<file path="config.mk">
export PLATFORM = sky130hd
export DESIGN_NAME = radio_serializer
export DESIGN_NICKNAME = d
export VERILOG_FILES = /design/src/rtl/radio_serializer.sv
export SDC_FILE = /design/constraint.sdc
export NUM_CORES = 1
export LEC_CHECK = 0
export CAP_MARGIN = 20
export CORE_ASPECT_RATIO = 1.5
export CORE_MARGIN = 4
export CORE_UTILIZATION = 50
export CTS_CLUSTER_DIAMETER = 120
export DETAILED_ROUTE_END_ITERATION = 8
export GPL_TIMING_DRIVEN = 0
export PLACE_DENSITY = 0.7
export SLEW_MARGIN = 20
export SYNTH_ARGS = -nofsm -noshare
export SYNTH_HDL_FRONTEND = slang
export SYNTH_SLANG_ARGS = --single-unit
export TNS_END_PERCENT = 50
</file>
<file path="constraint.sdc">
create_clock -name SYS_CLK -period 5.8 [get_ports SYS_CLK]
set_input_delay 0.87 -clock SYS_CLK [delete_from_list [all_inputs] [get_ports SYS_CLK]]
set_output_delay 0.87 -clock SYS_CLK [all_outputs]
set_load 0.05 [all_outputs]
</file>
<file path="src/rtl/radio_serializer.sv">
// radio_serializer: takes one packed I/Q word per SAMPLE_STB and shifts it out LSB-first,
// inserting SYNC_WORD ahead of every FRAME_LEN data words, behind a one-deep holding buffer.
module radio_serializer #(
    parameter int NUM_RADIOS  = 2,
    parameter int SAMPLE_BITS = 2,
    parameter int FRAME_LEN   = 1023,
    parameter logic [NUM_RADIOS*2*SAMPLE_BITS-1:0] SYNC_WORD =
        (NUM_RADIOS*2*SAMPLE_BITS)'(8'hA5)
) (
    input  logic                                 SYS_CLK,
    input  logic                                 RST,
    input  logic                                 ENABLE,
    input  logic                                 SAMPLE_STB,
    input  logic [NUM_RADIOS*2*SAMPLE_BITS-1:0]  SAMPLE_IN,
    input  logic                                 CLR_FLAGS,
    output logic                                 DATA_OUT,
    output logic                                 SYNC,
    output logic                                 WORD_START,
    output logic                                 BUSY,
    output logic                                 OVERFLOW
);

    localparam int W    = NUM_RADIOS * 2 * SAMPLE_BITS;
    localparam int BC_W = (W > 1) ? $clog2(W) : 1;
    localparam int FC_W = (FRAME_LEN > 1) ? $clog2(FRAME_LEN) : 1;
    localparam logic [BC_W-1:0] BC_LAST = BC_W'(W - 1);
    localparam logic [FC_W-1:0] FC_LAST = FC_W'(FRAME_LEN - 1);

    typedef enum logic [1:0] {
        IDLE    = 2'd0,
        SYNC_TX = 2'd1,
        DATA_TX = 2'd2
    } state_t;

    state_t            state_r;
    state_t            state_s;
    logic [W-1:0]      sr_r;
    logic [BC_W-1:0]   bc_r;
    logic [FC_W-1:0]   fc_r;
    logic [FC_W-1:0]   fc_s;
    logic [FC_W-1:0]   fc_wrap_s;
    logic              pending_r;
    logic              pending_s;
    logic              stop_r;
    logic              stop_s;
    logic              stopping_s;
    logic [W-1:0]      hold_r;
    logic              hold_valid_r;
    logic              load_sync_s;
    logic              load_data_s;
    logic              shift_s;
    logic              clear_hold_s;
    logic              accept_s;
    logic              hold_free_s;
    logic              ovf_set_s;
    logic              data_out_r;
    logic              sync_r;
    logic              word_start_r;
    logic              busy_r;
    logic              overflow_r;

    function automatic logic [FC_W-1:0] frame_next(input logic [FC_W-1:0] fc);
        if (fc == FC_LAST) begin
            frame_next = {FC_W{1'b0}};
        end else begin
            frame_next = fc + FC_W'(1'b1);
        end
    endfunction

    // Next-state decode: word boundaries pick sync, held data or idle.
    always_comb begin
        state_s      = state_r;
        fc_s         = fc_r;
        pending_s    = pending_r;
        load_sync_s  = 1'b0;
        load_data_s  = 1'b0;
        shift_s      = 1'b0;
        clear_hold_s = 1'b0;
        fc_wrap_s    = frame_next(fc_r);
        stopping_s   = stop_r | ~ENABLE;
        if ((state_r != IDLE) && !ENABLE) begin
            stop_s = 1'b1;
        end else begin
            stop_s = stop_r;
        end
        case (state_r)
            IDLE: begin
                if (!ENABLE) begin
                    fc_s         = {FC_W{1'b0}};
                    pending_s    = 1'b0;
                    clear_hold_s = 1'b1;
                end else if (hold_valid_r) begin
                    if ((fc_r == {FC_W{1'b0}}) && !pending_r) begin
                        load_sync_s = 1'b1;
                        state_s     = SYNC_TX;
                    end else begin
                        load_data_s = 1'b1;
                        pending_s   = 1'b0;
                        state_s     = DATA_TX;
                    end
                end else begin
                    state_s = IDLE;
                end
            end
            SYNC_TX: begin
                if (bc_r != BC_LAST) begin
                    shift_s = 1'b1;
                end else if (stopping_s) begin
                    state_s      = IDLE;
                    fc_s         = {FC_W{1'b0}};
                    pending_s    = 1'b0;
                    stop_s       = 1'b0;
                    clear_hold_s = 1'b1;
                end else if (hold_valid_r) begin
                    load_data_s = 1'b1;
                    state_s     = DATA_TX;
                end else begin
                    // Sync already sent for this frame: next data goes out without another one.
                    state_s   = IDLE;
                    pending_s = 1'b1;
                end
            end
            DATA_TX: begin
                if (bc_r != BC_LAST) begin
                    shift_s = 1'b1;
                end else if (stopping_s) begin
                    state_s      = IDLE;
                    fc_s         = {FC_W{1'b0}};
                    pending_s    = 1'b0;
                    stop_s       = 1'b0;
                    clear_hold_s = 1'b1;
                end else begin
                    fc_s = fc_wrap_s;
                    if (fc_wrap_s == {FC_W{1'b0}}) begin
                        load_sync_s = 1'b1;
                        state_s     = SYNC_TX;
                    end else if (hold_valid_r) begin
                        load_data_s = 1'b1;
                        pending_s   = 1'b0;
                        state_s     = DATA_TX;
                    end else begin
                        state_s = IDLE;
                    end
                end
            end
            default: begin
                state_s      = IDLE;
                fc_s         = {FC_W{1'b0}};
                pending_s    = 1'b0;
                stop_s       = 1'b0;
                clear_hold_s = 1'b1;
            end
        endcase
    end

    // Holding-buffer write arbitration; a slot freed on this edge may be refilled on it.
    always_comb begin
        accept_s    = SAMPLE_STB & ENABLE;
        hold_free_s = ~hold_valid_r | load_data_s | clear_hold_s;
        ovf_set_s   = accept_s & ~hold_free_s;
    end

    // Control state: FSM, frame counter, pending-sync and stop request.
    always_ff @(posedge SYS_CLK) begin
        if (RST) begin
            state_r   <= IDLE;
            fc_r      <= {FC_W{1'b0}};
            pending_r <= 1'b0;
            stop_r    <= 1'b0;
            busy_r    <= 1'b0;
        end else begin
            state_r   <= state_s;
            fc_r      <= fc_s;
            pending_r <= pending_s;
            stop_r    <= stop_s;
            busy_r    <= (state_s != IDLE);
        end
    end

    // Shifter and registered serial outputs.
    always_ff @(posedge SYS_CLK) begin
        if (RST) begin
            sr_r         <= {W{1'b0}};
            bc_r         <= {BC_W{1'b0}};
            data_out_r   <= 1'b0;
            sync_r       <= 1'b0;
            word_start_r <= 1'b0;
        end else if (load_sync_s) begin
            sr_r         <= SYNC_WORD >> 1;
            bc_r         <= {BC_W{1'b0}};
            data_out_r   <= SYNC_WORD[0];
            sync_r       <= 1'b1;
            word_start_r <= 1'b0;
        end else if (load_data_s) begin
            sr_r         <= hold_r >> 1;
            bc_r         <= {BC_W{1'b0}};
            data_out_r   <= hold_r[0];
            sync_r       <= 1'b0;
            word_start_r <= 1'b1;
        end else if (shift_s) begin
            sr_r         <= sr_r >> 1;
            bc_r         <= bc_r + BC_W'(1'b1);
            data_out_r   <= sr_r[0];
            sync_r       <= 1'b0;
            word_start_r <= 1'b0;
        end else begin
            sr_r         <= sr_r;
            bc_r         <= {BC_W{1'b0}};
            data_out_r   <= 1'b0;
            sync_r       <= 1'b0;
            word_start_r <= 1'b0;
        end
    end

    // Holding buffer and sticky overflow; a new drop beats CLR_FLAGS.
    always_ff @(posedge SYS_CLK) begin
        if (RST) begin
            hold_r       <= {W{1'b0}};
            hold_valid_r <= 1'b0;
            overflow_r   <= 1'b0;
        end else begin
            if (accept_s && hold_free_s) begin
                hold_r       <= SAMPLE_IN;
                hold_valid_r <= 1'b1;
            end else if (load_data_s || clear_hold_s) begin
                hold_valid_r <= 1'b0;
            end else begin
                hold_valid_r <= hold_valid_r;
            end
            if (ovf_set_s) begin
                overflow_r <= 1'b1;
            end else if (CLR_FLAGS) begin
                overflow_r <= 1'b0;
            end else begin
                overflow_r <= overflow_r;
            end
        end
    end

    assign DATA_OUT   = data_out_r;
    assign SYNC       = sync_r;
    assign WORD_START = word_start_r;
    assign BUSY       = busy_r;
    assign OVERFLOW   = overflow_r;

endmodule

</file>
# ---- After elaboration in Yosys (flattened, before gate mapping)
# Cells that the tools add are included.
dict set report op_classes {
  addsub 2
  eq_ne 13
  mux 67
  n_bitwise 9
  n_reduce_logical 20
}
# cell count
set ops {}
lappend ops {{$mux 10} 6}
lappend ops {{$mux 1} 42}
lappend ops {{$pmux 10 s3} 1}
lappend ops {{$mux 7} 3}
lappend ops {{$logic_not 10->1} 2}
lappend ops {{$mux 2} 9}
lappend ops {{$ne 3x3->1 const B} 6}
lappend ops {{$add 10x1->10 const B} 1}
lappend ops {{$eq 10x10->1 const B} 1}
lappend ops {{$reduce_bool 2->1} 5}
lappend ops {{$ne 2x2->1 const B} 4}
lappend ops {{$reduce_and 7->1} 1}
lappend ops {{$pmux 1 s2} 3}
lappend ops {{$pmux 1 s3} 2}
lappend ops {{$pmux 2 s3} 1}
lappend ops {{$not 1->1} 4}
lappend ops {{$reduce_and 4->1} 1}
lappend ops {{$reduce_or 2->1} 2}
lappend ops {{$reduce_or 4->1} 1}
lappend ops {{$add 3x1->3 const B} 1}
lappend ops {{$logic_and 1x1->1} 3}
lappend ops {{$or 1x1->1} 3}
lappend ops {{$reduce_bool 3->1} 1}
lappend ops {{$and 1x1->1} 2}
lappend ops {{other kinds (5)} 6}
dict set report word_totals {
  regBits 38
  inputBits 13
  out_inout_bits 5
  word_cells 125
}

# ---- Longest topological paths before layout
dict set report logic_depth {
  word_depth 12
  mapped_depth 11
  ltp_nobuf 9
}

# ---- Least setup slack after synthesis
# Ideal clock, no wire load.
dict set report synth_path {
  path_type {input port to flip-flop}
  startpoint {input port ENABLE}
  endpoint {register hold_r[0]}
  setup_ns 0.128
  arrival_ns 2.320
  t_required_ns 5.672
  setup_slack_ns 3.352
  path_stages 8
  path_buffers 1
  cell_sequence {buf_2 > and2b_1 > and2_1 > a32oi_4 > a31o_2 > a31oi_4 > mux2i_1 > nor2_1}
}
dict set report synth_between {
  elab_chain_cells 8
  elab_cells_between_ends 16
  classes_between {mux (10); bitwise (5); reduce/logical (1)}
}
# element line_no
set synth_lines {}
lappend synth_lines {{start, declared} 12} ;# input logic ENABLE,
lappend synth_lines {{$not 1->1} 80} ;# stopping_s = stop_r | ~ENABLE;
lappend synth_lines {{$or 1x1->1} 80}
lappend synth_lines {{$mux 1 (on tied branches)} {126, 108}}
lappend synth_lines {{$mux 1 (on tied branches)} {124, 106}}
lappend synth_lines {{$pmux 1 s3} 86} ;# case (state_r)
lappend synth_lines {{$or 1x1->1 (2 in a row)} 159} ;# hold_free_s = ~hold_valid_r | load_data_s | clear_hold_s;
lappend synth_lines {{$logic_and 1x1->1 (*)} 222} ;# if (accept_s && hold_free_s) begin
lappend synth_lines {{end signal, assigned} 218} ;# hold_r <= {W{1'b0}};
lappend synth_lines {{end, declared} 47} ;# logic [W-1:0] hold_r;
# Mark *: on every way between the ends. The rest lies on a longest branch, timed or not.
# A chain may end at the register's enable or synchronous reset.

# ---- Final worst setup path
dict set report layout_path {
  startpoint {register fc_r[0]}
  endpoint {register sr_r[2]}
}
dict set report layout_between {
  elab_chain_cells 8
  elab_cells_between_ends 23
  classes_between {add/sub (1); eq/ne (1); mux (16); reduce/logical (5)}
}
# element line_no
set layout_lines {}
lappend layout_lines {{start, declared} 39} ;# logic [FC_W-1:0] fc_r;
lappend layout_lines {{start signal, assigned} 167} ;# fc_r <= {FC_W{1'b0}};
lappend layout_lines {{start signal, assigned} 173} ;# fc_r <= fc_s;
lappend layout_lines {{$add 10x1->10 / $eq 10x10->1 (equally long branches)} {66, 63}}
lappend layout_lines {{$mux 10} 63} ;# if (fc == FC_LAST) begin
lappend layout_lines {{$logic_not 10->1} 134} ;# if (fc_wrap_s == {FC_W{1'b0}}) begin
lappend layout_lines {{$mux 1} 134}
lappend layout_lines {{$mux 1} 126} ;# end else if (stopping_s) begin
lappend layout_lines {{$mux 1} 124} ;# if (bc_r != BC_LAST) begin
lappend layout_lines {{$pmux 1 s3 / $pmux 1 s2 (equally long branches)} 86}
lappend layout_lines {{$mux 7, or another cell as far along} 194} ;# end else if (load_data_s) begin
lappend layout_lines {{end signal, assigned} 195} ;# sr_r <= hold_r >> 1;
lappend layout_lines {{end signal, assigned} 201} ;# sr_r <= sr_r >> 1;
lappend layout_lines {{end signal, assigned} 207} ;# sr_r <= sr_r;
lappend layout_lines {{end, declared} 37} ;# logic [W-1:0] sr_r;
# Parallel ways exist; a longest one is shown, timed or not.

==> impl_metrics.yaml <==
yosys:
  syn_area_per_cell_um2: 8.436
  yosys_warnings: 0
  synth-async-reset-ratio: 0
  synth_compound_area_frac: 0.2296
  ys_types: 58
  synthesis.area_um2: 2295
  synth_ff_type: "dfxtp_1"
  yosys.area_share.adder: 0.04907
  yosysTopAreaCell: "dfxtp_1"
  synth_edf_count: 0
  ys_ff_latch: 38
  ys_seq_area_frac: 0.3315
  synth.area.mux_share: 0.06107
  synth.top_cell.area_share: 0.3315
  syn_nets: 294
  synth_cells: 272
  synth_top_family_by_area: "simple AND/OR/NAND/NOR gates"
  ys_top_cells_by_area: "dfxtp_1 33%, mux2i_1 6.1%, nor2_1 6.1%"
  synth-xor-area-share: 0.01145
  yosys.area_share.simple: 0.2541
routing:
  detail_route.wl_per_cell_um: 15.58
  totalWireLength_um: 5314
  drtPass1Iterations: 4
  drtIter0Drc: 172
  vias: 2027
  via_per_inst: 5.944
  drc: 0
  antenna_left: 0
floorplanning:
  die_area_um2: 5760
  ios: 18
  die_h_um: 90.97
  placeableCoreArea_um2: 4318
  num_rows: 29
  die_w_um: 63.32
  start_util: 0.5314
sta:
  maxSlewViolCount: 0
  max_clock_freq_ghz: 0.4010
  fin_crit_ns: 2.494
  maxSlewHeadroom: 0.5941
  fin_crit_sh: 0.4300
  setup_tns_ns: 0
  tightestPinTransition_ns: 0.6089
  whs_ns: 0.4356
  finClkSkew_ns: 0.005149
  rsz0062_at_grt: "no"
  finalSetupViolations: 0
  setup_ws_ns: 3.306
  hold_viol: 0
min_path:
  hold_class: "reg -> reg"
clock_network:
  root_buffer: "clkbuf_8"
  cts-resized-gates: 0
  cts_buffers: 5
  holdBufCountCts: 0
  clock-sinks: 38
  cts_setup_buffers: 0
  h-tree-depth: 2
  clock_path_buffers: 2
  clkSlewWorstSetupHoldPaths_ns: 0.08
  cts_tree: "yes"
  clk_latency_ns: 0.29
finish:
  n_antenna_cell: 0
  area_growth_pct: 13.20
  ff_latch_area_um2: 760.7
  fill_cells: 385
  fin_area_um2: 2597
  multi_input_area_um2: 1389
  nNetsFinal: 316
  layout-drive-gt1-share: 0.1322
  final_util: 0.6016
global_route:
  grt_pass1_wl_um: 9094
  grt_busiest_layer: "met2"
  use_met2: 0.3524
  met3_usage: 0.03333
  grt_usage: 0.1949
  grt_max_degree: 13
  antenna_found_initial: 0
  grt_use_met1: 0.2210
  grt_overflow_total: 0
  grt_pass1_vias: 1929
setup_path:
  worstSetupStartpointType: "flip-flop"
  timing.rr.start: "fc_r[0]"
  arrival_ns: 2.69
  worstSetupPathType: "reg -> reg"
  reg2reg_to: "sr_r[2]"
  crit_path_start: "fc_r[0]"
  cp-end-kind: "flip-flop"
  cp_max_fo: 10
  worstSetupEndpoint: "sr_r[2]"
  required_ns: 6.00
  reg2reg_depth: 9
  r2r_slack_ns: 3.31
power_and_ir_drop:
  ir_worst_vdd_mv: 0.1471
  cellPowerDensity_nw_per_um2: 199.7
  p_leak_uw: 0.0009545
placement:
  placed_area_um2: 2502
  pre_cts_ws_ns: 3.108
  hpwl_um: 3973
  portBuffers: 15
  gp_congestion: 0.9477
outcome:
  status: "finished, final reports clean"
run:
  cap_violations: 0
[worst min-delay path by stage]
stage                 start      end  slack [ns]  depth (start not counted)
finish              bc_r[0]  bc_r[0]        0.44                          1
CTS                 bc_r[0]  bc_r[0]        0.44                          1
global placement    bc_r[0]  bc_r[0]        0.42                          1
detailed placement  bc_r[0]  bc_r[0]        0.43                          1
floorplan           bc_r[0]  bc_r[0]        0.41                          1
global route        bc_r[0]  bc_r[0]        0.47                          1
[stage by stage]
step | total power, uW | std cells
after floorplan | 312.9 | 272
after global placement | 329.9 | 333
after detailed placement | 330.5 | 333
after CTS | 523.1 | 341
after global routing | 539.2 | 341
final | 518.6 | 341
[cell type report]
class | instances | share of cell area
Clock inverter | 2 | 0.004817
Timing Repair Buffer | 15 | 0.05780
Multi-Input combinational cell | 209 | 0.5347
Clock buffer | 6 | 0.03179
Inverter | 8 | 0.01156
Tap cell | 46 | 0.02216
Buffer | 17 | 0.04432
Sequential cell | 38 | 0.2929
[sequential cells by signal (all words and copies together), names as in the netlist, 2 cells and up]
name,flops
fc_r,10
hold_r,8
sr_r,7
bc_r,3
state_r,2
[report_power, final]
| group | internal [uW] | switching [uW] |
|---|---|---|
| registers | 267 | 4.45 |
| logic | 22.9 | 30.0 |
| clock network | 95.6 | 98.5 |
| total | 386 | 133 |
[worst max-delay path: stages, from the launching register on]
cell,delay [ns]
dfxtp_1,0.44
ha_1,0.18
buf_4,0.16
nand3_2,0.14
o21a_1,0.21
nor4_2,0.30
o2111a_2,0.39
buf_6,0.18
nor3_1,0.07
a2111oi_2,0.32
[kinds of logic (layout without fill, tap and decap cells)]
family	count (synthesis)	count (layout)
compound gates	71	71
xor+xnor	3	3
fa+ha+maj	9	9
buf+inv	25	48
flops	38	38
mux	14	14
simple gates	112	112
[routing by layer]
layer | vias to the layer above | wire [um]
li1 | 1028 | -
met1 | 950 | 2219
met2 | 37 | 2828
met3 | 12 | 141
met4 | 0 | 125
met5 | - | 0
[synth_stat cells, drive strengths merged (2+ instances only)]
master / n
nand3: 13
o2bb2ai: 2
a31oi: 7
and4: 3
inv: 8
clkbuf: 7
nand4: 4
nor2: 37
and3: 2
or4: 2
a21oi: 24
mux2i: 14
nor3: 11
nand2b: 2
a2bb2oi: 2
ha: 9
xor2: 2
a31o: 3
nor2b: 3
o21ai: 16
nand3b: 2
and2: 4
buf: 10
o21a: 2
a2111oi: 4
nor4: 2
dfxtp: 38
nand2: 21
[layout by cell type, fill, tap and decap left out, types with 3 or more instances in the layout]
| master | synthesis | routed |
|---|---|---|
| a21oi_1 | 23 | 23 |
| a2111oi_2 | 4 | 4 |
| a31oi_1 | 6 | 6 |
| dfxtp_1 | 38 | 38 |
| a31o_2 | 3 | 3 |
| ha_1 | 9 | 9 |
| nand4_1 | 3 | 3 |
| buf_6 | 5 | 5 |
| nor2b_1 | 3 | 3 |
| and4_1 | 3 | 3 |
| clkdlybuf4s50_1 | 0 | 15 |
| nor3_1 | 10 | 10 |
| clkbuf_1 | 6 | 6 |
| o21ai_0 | 15 | 15 |
| buf_4 | 3 | 3 |
| and2_1 | 4 | 4 |
| inv_1 | 8 | 8 |
| clkbuf_8 | 0 | 6 |
| nand3_1 | 11 | 11 |
| mux2i_1 | 14 | 14 |
| nor2_1 | 37 | 37 |
| nand2_1 | 21 | 21 |
Note: power is estimated with default switching activity, not from simulation.
